==> src/rtl/conv_window_sequencer.sv <==
// Frame controller for the kernelWindow 3x3 generator: latches layer geometry, resets the
// window, streams NHWC beats with optional zero border and emits aligned position tags.
module conv_window_sequencer #(
  parameter int DATA_W         = 64,
  parameter int DIM_W          = 16,
  parameter int WIN_RST_CYCLES = 2
) (
  input  logic              clk,
  input  logic              rst_n,
  input  logic              start,
  input  logic [DIM_W-1:0]  cfg_in_channels,
  input  logic [DIM_W-1:0]  cfg_img_width,
  input  logic [DIM_W-1:0]  cfg_img_height,
  input  logic              cfg_pad,
  output logic              busy,
  output logic              frame_done,
  output logic              cfg_err,
  input  logic              src_valid,
  input  logic [DATA_W-1:0] src_data,
  output logic              src_ready,
  input  logic              ds_ready,
  output logic              win_rst,
  output logic              win_data_valid,
  output logic [DATA_W-1:0] win_pixel,
  output logic [DIM_W-1:0]  win_in_channels,
  output logic [DIM_W-1:0]  win_img_width,
  output logic              tag_valid,
  output logic [DIM_W-1:0]  tag_row,
  output logic [DIM_W-1:0]  tag_col,
  output logic [DIM_W-1:0]  tag_cg
);

  typedef enum logic [1:0] {S_IDLE = 2'd0, S_WRST = 2'd1, S_STREAM = 2'd2, S_DRAIN = 2'd3} state_t;

  localparam logic [DIM_W-1:0] ONE      = DIM_W'(1);
  localparam logic [DIM_W-1:0] TWO      = DIM_W'(2);
  localparam logic [DIM_W:0]   MIN_DIM  = (DIM_W+1)'(3);
  localparam logic [7:0]       RST_LAST = 8'(WIN_RST_CYCLES - 1);

  state_t state_q, state_d;
  logic busy_q, busy_d, frame_done_q, frame_done_d, cfg_err_q, cfg_err_d, win_rst_q, win_rst_d;
  logic win_valid_q, win_valid_d, pad_q, pad_d, drain_q, drain_d;
  logic t1_valid_q, t1_valid_d, tag_valid_q, tag_valid_d;
  logic [DATA_W-1:0] win_pixel_q, win_pixel_d;
  logic [DIM_W-1:0] in_ch_q, in_ch_d, wp_q, wp_d, hp_q, hp_d, grp_q, grp_d;
  logic [DIM_W-1:0] r_q, r_d, c_q, c_d, g_q, g_d;
  logic [DIM_W-1:0] t1_row_q, t1_row_d, t1_col_q, t1_col_d, t1_cg_q, t1_cg_d;
  logic [DIM_W-1:0] tag_row_q, tag_row_d, tag_col_q, tag_col_d, tag_cg_q, tag_cg_d;
  logic [7:0] rst_cnt_q, rst_cnt_d;

  logic [DIM_W:0] pad2_s, wp_ext_s, hp_ext_s;
  logic cfg_legal_s, pad_pos_s, fire_s, last_g_s, last_c_s, last_r_s;

  // Geometry checks, border detection and beat handshake
  always_comb begin
    pad2_s      = '0;
    pad2_s[1]   = cfg_pad;
    wp_ext_s    = {1'b0, cfg_img_width} + pad2_s;
    hp_ext_s    = {1'b0, cfg_img_height} + pad2_s;
    cfg_legal_s = (cfg_in_channels != '0) && (cfg_in_channels[2:0] == 3'd0) &&
                  (wp_ext_s >= MIN_DIM) && (hp_ext_s >= MIN_DIM);
    pad_pos_s   = pad_q && ((r_q == '0) || (r_q == hp_q - ONE) || (c_q == '0) || (c_q == wp_q - ONE));
    fire_s      = (state_q == S_STREAM) && ds_ready && (pad_pos_s || src_valid);
    src_ready   = (state_q == S_STREAM) && ds_ready && !pad_pos_s;
    last_g_s    = (g_q == grp_q - ONE);
    last_c_s    = (c_q == wp_q - ONE);
    last_r_s    = (r_q == hp_q - ONE);
  end

  // Next-state computation for the controller, counters and output pipeline
  always_comb begin
    state_d = state_q;   busy_d = busy_q;     frame_done_d = 1'b0; cfg_err_d = cfg_err_q;
    in_ch_d = in_ch_q;   wp_d = wp_q;         hp_d = hp_q;         grp_d = grp_q;
    pad_d   = pad_q;     r_d = r_q;           c_d = c_q;           g_d = g_q;
    rst_cnt_d = rst_cnt_q; drain_d = drain_q;
    case (state_q)
      S_IDLE: begin
        if (start) begin
          if (cfg_legal_s) begin
            state_d   = S_WRST;
            busy_d    = 1'b1;
            cfg_err_d = 1'b0;
            in_ch_d   = cfg_in_channels;
            wp_d      = wp_ext_s[DIM_W-1:0];
            hp_d      = hp_ext_s[DIM_W-1:0];
            grp_d     = cfg_in_channels >> 3;
            pad_d     = cfg_pad;
            r_d = '0; c_d = '0; g_d = '0;
            rst_cnt_d = 8'd0;
          end else begin
            cfg_err_d = 1'b1;
          end
        end else begin
          state_d = S_IDLE;
        end
      end
      S_WRST: begin
        if (rst_cnt_q == RST_LAST) begin
          state_d = S_STREAM;
        end else begin
          rst_cnt_d = rst_cnt_q + 8'd1;
        end
      end
      S_STREAM: begin
        if (fire_s) begin
          // g innermost, then c, then r
          if (last_g_s) begin
            g_d = '0;
            if (last_c_s) begin
              c_d = '0;
              if (last_r_s) begin
                r_d     = '0;
                state_d = S_DRAIN;
                drain_d = 1'b0;
              end else begin
                r_d = r_q + ONE;
              end
            end else begin
              c_d = c_q + ONE;
            end
          end else begin
            g_d = g_q + ONE;
          end
        end else begin
          state_d = S_STREAM;
        end
      end
      S_DRAIN: begin
        if (drain_q) begin
          state_d      = S_IDLE;
          busy_d       = 1'b0;
          frame_done_d = 1'b1;
        end else begin
          drain_d = 1'b1;
        end
      end
      default: state_d = S_IDLE;
    endcase

    win_rst_d   = (state_d == S_IDLE) || (state_d == S_WRST);
    win_valid_d = fire_s;
    if (fire_s) begin
      win_pixel_d = pad_pos_s ? '0 : src_data;
    end else begin
      win_pixel_d = win_pixel_q;
    end

    // Two-stage tag pipeline lines up with kernelWindow's one-cycle dout_valid
    t1_valid_d = fire_s && (r_q >= TWO) && (c_q >= TWO);
    if (t1_valid_d) begin
      t1_row_d = r_q - TWO; t1_col_d = c_q - TWO; t1_cg_d = g_q;
    end else begin
      t1_row_d = t1_row_q;  t1_col_d = t1_col_q;  t1_cg_d = t1_cg_q;
    end
    tag_valid_d = t1_valid_q;
    if (t1_valid_q) begin
      tag_row_d = t1_row_q;  tag_col_d = t1_col_q;  tag_cg_d = t1_cg_q;
    end else begin
      tag_row_d = tag_row_q; tag_col_d = tag_col_q; tag_cg_d = tag_cg_q;
    end
  end

  // State and output registers with synchronous active-low reset
  always_ff @(posedge clk) begin
    if (!rst_n) begin
      state_q <= S_IDLE;   busy_q <= 1'b0;   frame_done_q <= 1'b0; cfg_err_q <= 1'b0;
      win_rst_q <= 1'b1;   win_valid_q <= 1'b0; win_pixel_q <= '0;
      in_ch_q <= '0; wp_q <= '0; hp_q <= '0; grp_q <= '0; pad_q <= 1'b0;
      r_q <= '0; c_q <= '0; g_q <= '0; rst_cnt_q <= 8'd0; drain_q <= 1'b0;
      t1_valid_q <= 1'b0; t1_row_q <= '0; t1_col_q <= '0; t1_cg_q <= '0;
      tag_valid_q <= 1'b0; tag_row_q <= '0; tag_col_q <= '0; tag_cg_q <= '0;
    end else begin
      state_q <= state_d;   busy_q <= busy_d;   frame_done_q <= frame_done_d; cfg_err_q <= cfg_err_d;
      win_rst_q <= win_rst_d; win_valid_q <= win_valid_d; win_pixel_q <= win_pixel_d;
      in_ch_q <= in_ch_d; wp_q <= wp_d; hp_q <= hp_d; grp_q <= grp_d; pad_q <= pad_d;
      r_q <= r_d; c_q <= c_d; g_q <= g_d; rst_cnt_q <= rst_cnt_d; drain_q <= drain_d;
      t1_valid_q <= t1_valid_d; t1_row_q <= t1_row_d; t1_col_q <= t1_col_d; t1_cg_q <= t1_cg_d;
      tag_valid_q <= tag_valid_d; tag_row_q <= tag_row_d; tag_col_q <= tag_col_d; tag_cg_q <= tag_cg_d;
    end
  end

  assign busy            = busy_q;
  assign frame_done      = frame_done_q;
  assign cfg_err         = cfg_err_q;
  assign win_rst         = win_rst_q;
  assign win_data_valid  = win_valid_q;
  assign win_pixel       = win_pixel_q;
  assign win_in_channels = in_ch_q;
  assign win_img_width   = wp_q;
  assign tag_valid       = tag_valid_q;
  assign tag_row         = tag_row_q;
  assign tag_col         = tag_col_q;
  assign tag_cg          = tag_cg_q;

endmodule

==> config.mk <==
export PLATFORM = sky130hd
export DESIGN_NAME = conv_window_sequencer
export DESIGN_NICKNAME = d
export VERILOG_FILES = /design/src/rtl/conv_window_sequencer.sv
export SDC_FILE = /design/constraint.sdc
export NUM_CORES = 1
export LEC_CHECK = 0
export CAP_MARGIN = 20
export CORE_ASPECT_RATIO = 1.25
export CORE_MARGIN = 2
export CORE_UTILIZATION = 56
export CTS_CLUSTER_DIAMETER = 60
export DETAILED_ROUTE_END_ITERATION = 8
export PLACE_DENSITY = 0.87
export SYNTH_ARGS = -nofsm -noshare
export SYNTH_HDL_FRONTEND = slang
export SYNTH_SLANG_ARGS = --single-unit
export TNS_END_PERCENT = 100
==> constraint.sdc <==
create_clock -name clk -period 7.21 [get_ports clk]
set_input_delay 1.442 -clock clk [delete_from_list [all_inputs] [get_ports clk]]
set_output_delay 1.442 -clock clk [all_outputs]
set_load 0.005 [all_outputs]
Word level (Yosys, flattened, before mapping)
Index checks and enable logic that the tools add are counted.
{ "word_totals": {"ff_bits": 288, "input_bits": 118, "output_inout_bits": 151, "elab_cells": 129} }
{ "op_classes": {"addsub": 11, "magnitude_cmp": 4, "eq_ne": 16, "mux": 39, "reduce_logical": 34} }
{ "ops": {"columns": ["operator", "n"], "rows": [
  ["$mux W16", 11],
  ["$pmux W16 S2", 3],
  ["$mux W64", 1],
  ["$add A16 B1 Y16 const B", 3],
  ["$eq A16 B16 Y1", 3],
  ["$add A16 B2 Y17", 2],
  ["$ge A17 B2 Y1 const B", 2],
  ["$ge A16 B2 Y1 const B", 2],
  ["$logic_not A16 Y1", 2],
  ["$sub A16 B1 Y16 const B", 2],
  ["$sub A16 B2 Y16 const B", 2],
  ["$mux W8", 3],
  ["$mux W2", 8],
  ["$ne A2 B2 Y1 const B", 8],
  ["$pmux W8 S2", 1],
  ["$reduce_bool A16 Y1", 1],
  ["$sub A13 B1 Y14 const B", 1],
  ["$reduce_and A4 Y1", 3],
  ["$reduce_and A5 Y1", 2],
  ["$logic_and A1 B1 Y1", 9],
  ["$mux W1", 9],
  ["$add A8 B1 Y8 const B", 1],
  ["$eq A8 B1 Y1 const B", 1],
  ["$pmux W2 S4", 1],
  ["other kinds (11)", 23]
]} }

Depth between registers and ports, before layout
{ "logic_depth": {"depth_word": 12, "mapped_depth": 15, "mapped_depth_nobuf": 11} }

Worst setup path before layout
No wires, ideal clock.
{ "synth_path": {"kind": "input to register", "from": "input port cfg_img_width[1]", "to": "register g_q[0]", "setup_time_ns": 0.135, "t_arrival_ns": 4.476, "required_ns": 7.075, "path_slack_ns": 2.599, "path_stages": 15, "path_buffers": 4, "path_cell_list": "ha_1 > ha_1 > clkbuf_1 > nand2_1 > nor3_1 > nand3_1 > a2111o_1 > or4_1 > o211a_1 > buf_2 > a21oi_1 > buf_2 > buf_2 > xor2_1 > nor2_1"} }
{ "synth_between": {"elab_chain_len": 6} }
{ "synth_rtl": {"columns": ["element", "line_no", "rtl"], "rows": [
  ["start: declaration", "12", "input logic [DIM_W-1:0] cfg_img_width,"],
  ["$add A16 B2 Y17", "58", "wp_ext_s = {1'b0, cfg_img_width} + pad2_s;"],
  ["$ge A17 B2 Y1", "61", "(wp_ext_s >= MIN_DIM) && (hp_ext_s >= MIN_DIM);"],
  ["$logic_and A1 B1 Y1", "60", "cfg_legal_s = (cfg_in_channels != '0) && (cfg_in_channels[2:0] == 3'd0) &&"],
  ["$logic_and A1 B1 Y1", "61", null],
  ["$ne A2 B2 Y1 (no line)", null, null],
  ["$reduce_and A4 Y1 (no line)", null, null],
  ["end signal: assignment", "169", "r_q <= '0; c_q <= '0; g_q <= '0; rst_cnt_q <= 8'd0; drain_q <= 1'b0;"],
  ["end signal: assignment", "176", "r_q <= r_d; c_q <= c_d; g_q <= g_d; rst_cnt_q <= rst_cnt_d; drain_q <= drain_d;"],
  ["end: declaration", "46", "logic [DIM_W-1:0] r_q, r_d, c_q, c_d, g_q, g_d;"]
]} }
Every way passes these cells.
A chain may end at the register's enable or synchronous reset.

Final worst setup path
{ "layout_path": {"from": "register hp_q[0]", "to": "output port src_ready"} }
{ "layout_between": {"elab_chain_len": 8} }
{ "layout_rtl": {"columns": ["element", "line_no", "rtl"], "rows": [
  ["start: declaration", "45", "logic [DIM_W-1:0] in_ch_q, in_ch_d, wp_q, wp_d, hp_q, hp_d, grp_q, grp_d;"],
  ["start signal: assignment", "175", "in_ch_q <= in_ch_d; wp_q <= wp_d; hp_q <= hp_d; grp_q <= grp_d; pad_q <= pad_d;"],
  ["$sub A16 B1 Y16", "62", "pad_pos_s = pad_q && ((r_q == '0) || (r_q == hp_q - ONE) || (c_q == '0) || (c_q == wp_q - ONE));"],
  ["$eq A16 B16 Y1", "62", null],
  ["$logic_or A1 B1 Y1 (3 in series)", "62", null],
  ["$logic_and A1 B1 Y1", "62", null],
  ["$logic_not A1 Y1", "64", "src_ready = (state_q == S_STREAM) && ds_ready && !pad_pos_s;"],
  ["$logic_and A1 B1 Y1", "64", null],
  ["end: declaration", "20", "output logic src_ready,"]
]} }
Every way passes these cells.

==> out/metrics.sh <==
CTS_CLOCK_PIN_SLEW_FOR_THE_WORST_SETUP_AND_HOLD_PATHS_NS=0.06
CTS.SINK_COUNT=275
POSTCTSHOLDBUFS=0
CTS_TREE='yes'
POWER.DENSITY_mW_PER_MM2=185
P_SWITCHING_W=0.000714
BOUNDARYPINS=269
IO_BUFFERS=268
ASYNC_RESET_FF_SHARE_PCT=0
LAYOUT-AREA-OVERHEAD-VS-SYNTH_PCT=26.9
SYN_INST=1511
FINAL_HOLD_VIOL_COUNT=0
NUMBER_OF_FLOPS_MAPPED_TO_ENABLE_CELLS_BY_YOSYS=0
SYNTH_SIMPLE_GATE_AREA_SHARE_PCT=21.2
CTS_SETUP_BUFFERS=0
SEQ_POWER_SHARE_PCT=49.7
FINAL_CELL_AREA_MM2=0.0168
MAX-VDD-IR-DROP_mV=0.143
TIMING.SETUP.TNS_NS=0
FINAL-SETUP-VIOL-COUNT=0
WORST_SLEW_MARGIN_REL_PCT=31.7
MAX_FREQ_MHz=172
SEQUENTIAL_CELL_AREA_FRACTION_IN_THE_YOSYS_REPORT_PCT=41.6
ARRIVAL_NS=4.36
TOTAL_WIRE_LENGTH_AFTER_DETAILED_ROUTING_UM=36100
CLOCK_INSERTION_DELAY_WORST_SKEW_NS=0.54
SYNTH_AREA_PER_CELL_UM2=8.75
DR.PASS1.ITERS=7
INITIALDRTVIOLATIONCOUNT=845
ROOT_BUFFER='clkbuf_16'
CTS-RESIZED-GATES=0
YS.FLOP_TYPE='dfxtp_1'
NUMBER_OF_ANTENNA_VIOLATIONS_AT_THE_FIRST_CHECK_IN_GLOBAL_ROUTING=1
OVERFLOW=0
CTS_HTREE_LEVELS=1
WORSTSETUPPATHTYPE='reg2out'
STARTPOINT_TYPE='flip-flop'
LARGEST_FAMILY_OF_LOGIC_CELLS_BY_SYNTHESIZED_AREA='simple AND/OR/NAND/NOR gates'
LAYOUT_COMMONEST_CELL='dfxtp_1'
CRIT_FANOUT=6
DRC_ERRORS=0
POST_ROUTE_CELLS_DRIVE_ABOVE_1_SHARE_PCT=4.55
CLOCK_TREE.BUFFER_DEPTH=3
GLOBALROUTETOTALUTIL_PCT=27.7
YOSYSTOPAREACELL='dfxtp_1'
VIAS_PER_CELL=5.94
SYNTH_XOR_AREA_SHARE_PCT=7.49
STD_CELL_ROWS=62
DIEHEIGHT_UM=176
POSTROUTEANTENNANETS=0
OVERALL_DIE_AREA_MM2=0.0249
SWITCHING_SHARE_PCT=23.0
POST-ROUTE-PERIOD-UTIL_PCT=80.4
MULTI_INPUT_AREA_MM2=0.00718
SYNTH_WARNINGS=0
NFILLCELLS=1706
START_UTIL_PCT=57.2
GRT_PASS1_WL_UM=57100
SYNTH_AREA_LEADERS='dfxtp_1, mux2i_1, nor2_1'
POWER.CLOCK.FRACTION_PCT=42.1
CORE_AREA_MM2=0.0231
POWER.TOTAL_W=0.00311
FINALWEIGHTEDCONGESTION=0.906
CP.REQUIRED_NS=5.77
PLACED_AREA_MM2=0.0160
CHIPWIDTH_UM=141
SYNTHDISTINCTLIBCELLS=73
FIN_CRIT_NS=5.80
DPL.HPWL_UM=26300
SYN-NUM-NETS=1649
SYN-CELL-AREA_MM2=0.0132
POST_DRT_WL_PER_CELL_UM=17.8
SLEW_VIOL_FINAL=0
AREA.SEQUENTIAL_MM2=0.00551
HOLD_PATH.CLASS='reg2reg'
FINISH.NET_COUNT=1857
COMPOUND_CELL_AREA_SHARE_OF_THE_YOSYS_NETLIST_PCT=16.1
SYNTHADDERAREAFRAC_PCT=1.89
POWER_REPORT.INTERNAL_TOTAL_W=0.00239
ROUTED-VIA-COUNT=12000
TIMING.HOLD.WS_NS=0.471
YOSYSTOPAREACELLSHARE_PCT=41.6
TIMING.CLOCK.SKEW_NS=0.00913
MOSTFREQUENTLAYOUTCELLS='dfxtp_1, clkdlybuf4s50_1, nor2_1'
SLEW_AT_THE_PIN_WITH_THE_WORST_MAX_SLEW_SLACK_NS=1.02
WORSTSETUPENDPOINTTYPE='primary output'
COMB_POWER_SHARE_PCT=8.2
MAXCAPVIOLATIONS=0
NUMBER_OF_GLOBAL_ROUTE_VIAS_BEFORE_REPAIR=11100
TRITONCTS.NUM_BUFFERS=27
MUX_SHARE_OF_POST_SYNTHESIS_CELL_AREA_PCT=7.52
GRT_MAX_DEGREE=91
STATUS='finished clean'
UNREPAIRED_SETUP_ENDPOINTS_AFTER_GLOBAL_ROUTING='false'
SYNTH.FF_LATCH_COUNT=275
P_LEAK_nW=6.29
==> stage by stage <==
| step | cells | util [%] | setup WS (ns) |
|---|---|---|---|
| after floorplan | 1511 | - | 2.60 |
| after global placement | 1978 | 69.0 | 1.54 |
| after detailed placement | 1978 | 69.0 | 1.39 |
| after CTS | 2024 | 72.6 | 1.45 |
| after global routing | 2025 | 72.6 | 1.11 |
| final | 2025 | 72.6 | 1.41 |
==> sequential cells by signal, indices dropped and copies added, names as in the netlist, 2 cells and up <==
signal / flops
win_pixel: 64
c_q: 16
g_q: 16
hp_q: 16
r_q: 16
t1_cg_q: 16
t1_col_q: 16
t1_row_q: 16
tag_cg: 16
tag_col: 16
tag_row: 16
win_img_width: 16
win_in_channels: 16
rst_cnt_q: 8
state_q: 2
==> layer usage <==
layer  part of all wire [%]  wire (um)  GRT usage, %  vias up
li1                       -          -             -     5860
met1                     41      14700          33.9     5628
met4                    2.9       1050          8.79        0
met5                      0          0             0        -
met3                    8.7       3130          6.87       71
met2                     48      17200          47.8      464
==> path summary, 6_finish.rpt <==
check                        to  depth (start not counted)  slack (ns)           from
setup / recovery      src_ready                         12        1.41        hp_q[0]
hold / removal    win_pixel[16]                          1        0.47  win_pixel[16]
setup reg to reg  win_pixel[47]                         12        2.97        hp_q[0]
hold reg to reg   win_pixel[16]                          1        0.47  win_pixel[16]
==> synthesized netlist by cell type (33+ instances only) <==
master and number:
a22o_1 66, nand2_1 114, nor3_1 33, mux2i_1 97
dfxtp_1 275, inv_1 35, a21oi_1 74, nor2_1 185
xor2_1 50, nand3_1 54, xnor2_1 63, clkbuf_1 70
==> worst max-delay path, cell delays in order (launching register included) <==
cell             delay [ns]
dfxtp_1                0.36
inv_1                  0.08
ha_1                   0.21
nor3b_1                0.67
nand2_1                0.10
a2111oi_0              0.68
nand4_1                0.24
nor4_1                 0.33
buf_4                  0.20
nor2b_1                0.05
a21boi_1               0.29
nor2_1                 0.15
clkdlybuf4s50_1        0.47
==> cells by family (layout without fill, tap and decap cells) <==
logic type / count (synthesis) / count (layout)
AND/OR/NAND/NOR: 567 / 567
AO/OA/AOI/OAI: 300 / 300
flip-flops: 275 / 275
buffers and inverters: 137 / 362
XOR/XNOR: 113 / 113
multiplexers: 99 / 99
adder cells (fa/ha/maj): 20 / 20
other: 0 / 1
==> cell type report <==
class	instances	area share [%]
Sequential cell	275	32.8
Multi-Input combinational cell	1099	42.8
Clock inverter	4	0.261
Tap cell	288	2.15
Inverter	35	0.798
Timing Repair Buffer	281	16.6
Clock buffer	42	4.60
Antenna cell	1	0.0149
==> power groups by stage <==
stage | clock, W | combinational [W] | sequential [W]
after global routing | 0.00139 | 0.000278 | 0.00154
after CTS | 0.00132 | 0.000252 | 0.00154
after floorplan | 0 | 0.000139 | 0.00157
final | 0.00131 | 0.000255 | 0.00154
after detailed placement | 0 | 0.000251 | 0.00158
after global placement | 0 | 0.000245 | 0.00158
(Power assumes the default switching activity.)
==> edit (same flow settings) <==
Register the output `cfg_err` once more, without a reset; this adds one clock of latency there. The other outputs are not delayed to match.
--- a/src/rtl/conv_window_sequencer.sv
+++ b/src/rtl/conv_window_sequencer.sv
@@ -181,7 +181,9 @@
 
   assign busy            = busy_q;
   assign frame_done      = frame_done_q;
-  assign cfg_err         = cfg_err_q;
+  always_ff @(posedge clk) begin
+    cfg_err <= cfg_err_q;
+  end
   assign win_rst         = win_rst_q;
   assign win_data_valid  = win_valid_q;
   assign win_pixel       = win_pixel_q;
Behaviour: not the same (Yosys sat finds a counterexample within 4 cycles, from zero or initial values and one cycle with rst_n low).
==> edit against the original RTL <==
  * Sequential cell count grew 1
  * Design area grew 0.46%
  * Maximum frequency grew 1.6%
  * Global-route usage shrank 0.18 points
  * Total power grew 2.9%
  * First-iteration DRC count shrank 12%
  * Clock skew grew 0.0033 ns
  * Routed wire length shrank 1.1%
  * Synthesized area grew 0.15%
  * Utilization grew 0.34 points
  * Clock power grew 6%
  * Setup slack gained 0.090 ns
  * Critical path type unchanged
  * Critical endpoint unchanged
  * Largest cell class unchanged
  * Highest routed layer unchanged
==> edit: results (changes against the original RTL) <==
Outcome -> completed
Syn nets -> 1650 (+0.061%)
DR WL met2 -> 17000 um (-1.1%)
First-pass GRT wire length -> 56700 um (-0.62%)
Largest net degree at the start of global routing -> 84 (-7.7%)
Layout cells sized above 1 -> 5.01% (+0.46 points)
Antenna cell count -> 2 (+1)
P_sw -> 0.733 mW (+2.7%)
Clk_buf instances -> 35 (-17%)
Arrival time worst endpoint -> 4.27 ns (-0.09 ns)
CP startpoint -> win_img_width[0]$_SDFFE_PN0P_
Total Routing Usage GR -> 27.5% (-0.18 points)
RR Endpoint -> r_q[3]$_SDFFE_PN0P_
WHS -> 0.367 ns (-0.104 ns)
Routability cong. -> 0.901 (-0.55%)
Sink Count -> 276 (+0.36%)
Crit path max-delay cell type -> or3b_2
Worst slew pin tran -> 1.00 ns (-0.0143 ns)
WL/cell -> 17.6 um (-1.2%)
Fraction of area in multi-input gates -> 42.6% (-0.20 points)
Final Skew -> 0.0124 ns (+0.00332 ns)
Synth Flop Type -> dfxtp_1
Data buffer area share -> 16.5% (-0.12 points)
Depth of the worst hold-timing path -> 0 (-1)
Slowest stage delay, CP -> 0.55 ns (-0.13 ns)
CP top delay family -> simple AND/OR/NAND/NOR gates
Average footprint of a synthesized cell -> 8.76 um2 (about the same)
Synth top area cells -> dfxtp_1 (42%), mux2i_1 (7.3%), nor2_1 (5.2%), a22o_1 (4.4%), xnor2_1 (4.2%)
Hold WC Path Type -> flop to flop
Pwr Total -> 3.20 mW (+2.9%)
Leakage -> 6.33 nW (+0.72%)
Power share of the clock group -> 43.6% (+1.5 points)
Initial antenna violation count -> 2 (+1)
Hold Startpoint -> cfg_err_q$_SDFFE_PN0P_
Sequential area share after synthesis -> 41.7% (+0.088 points)
Met3 WL -> 2490 um (-21%)
Commonest cells in the netlist -> dfxtp_1 (276), nor2_1 (185), nand2_1 (114)
Critical Path Fanout Max -> 12 (+6)
Vias in the first global route -> 11300 (+1.7%)
Dpl ws -> 1.24 ns (-0.144 ns)
Initial DRC Count -> 747 (-12%)
Hold Path End -> cfg_err$_DFF_P_
Routed length on met1 -> 14800 um (+0.88%)
Clock-cell share -> 5.21% (+0.35 points)
Fillers -> 1702 (-0.23%)
DPL Wire Length -> 25800 um (-1.8%)
Placed cell areas -> 16000 um2 (about the same)
Peak supply drop -> 0.138 mV (-3.7%)
Worst r2r src -> win_in_channels[3]$_SDFFE_PN0P_
FF-to-FF setup slack -> 3.04 ns (+0.07 ns)
Routing usage on met3 -> 4.42% (-2.5 points)
Seq/total area -> 32.8% (about the same)
GR met1 Demand/Resource -> 33.9% (+0.053 points)
Vias after detailed routing -> 12000 (+0.17%)
[edit: logic make-up (layout without fill, tap and decap cells)]
group | count (synthesis) | count (layout) | synth area share (%)
AND/OR/NAND/NOR | 567 | 567 | 21.1
AO/OA/AOI/OAI | 300 | 300 | 16.1
flip-flops | 276 | 276 | 41.7
buffers and inverters | 137 | 363 | 4.19
XOR/XNOR | 113 | 113 | 7.48
multiplexers | 99 | 99 | 7.50
adder cells (fa/ha/maj) | 20 | 20 | 1.89
other | 0 | 2 | 0
[edit: worst max-delay path by stage]
stage                      endpoint  depth (start not counted)  slack (ns)
6_report                  src_ready                         11        1.50
5_1_grt                   src_ready                         11        1.33
4_1_cts                   src_ready                         11        1.50
3_5_place_dp    g_q[1]$_SDFFE_PN0P_                         12        1.24
3_3_place_gp   g_q[15]$_SDFFE_PN0P_                         12        1.45
2_1_floorplan   g_q[0]$_SDFFE_PN0P_                         15        2.60
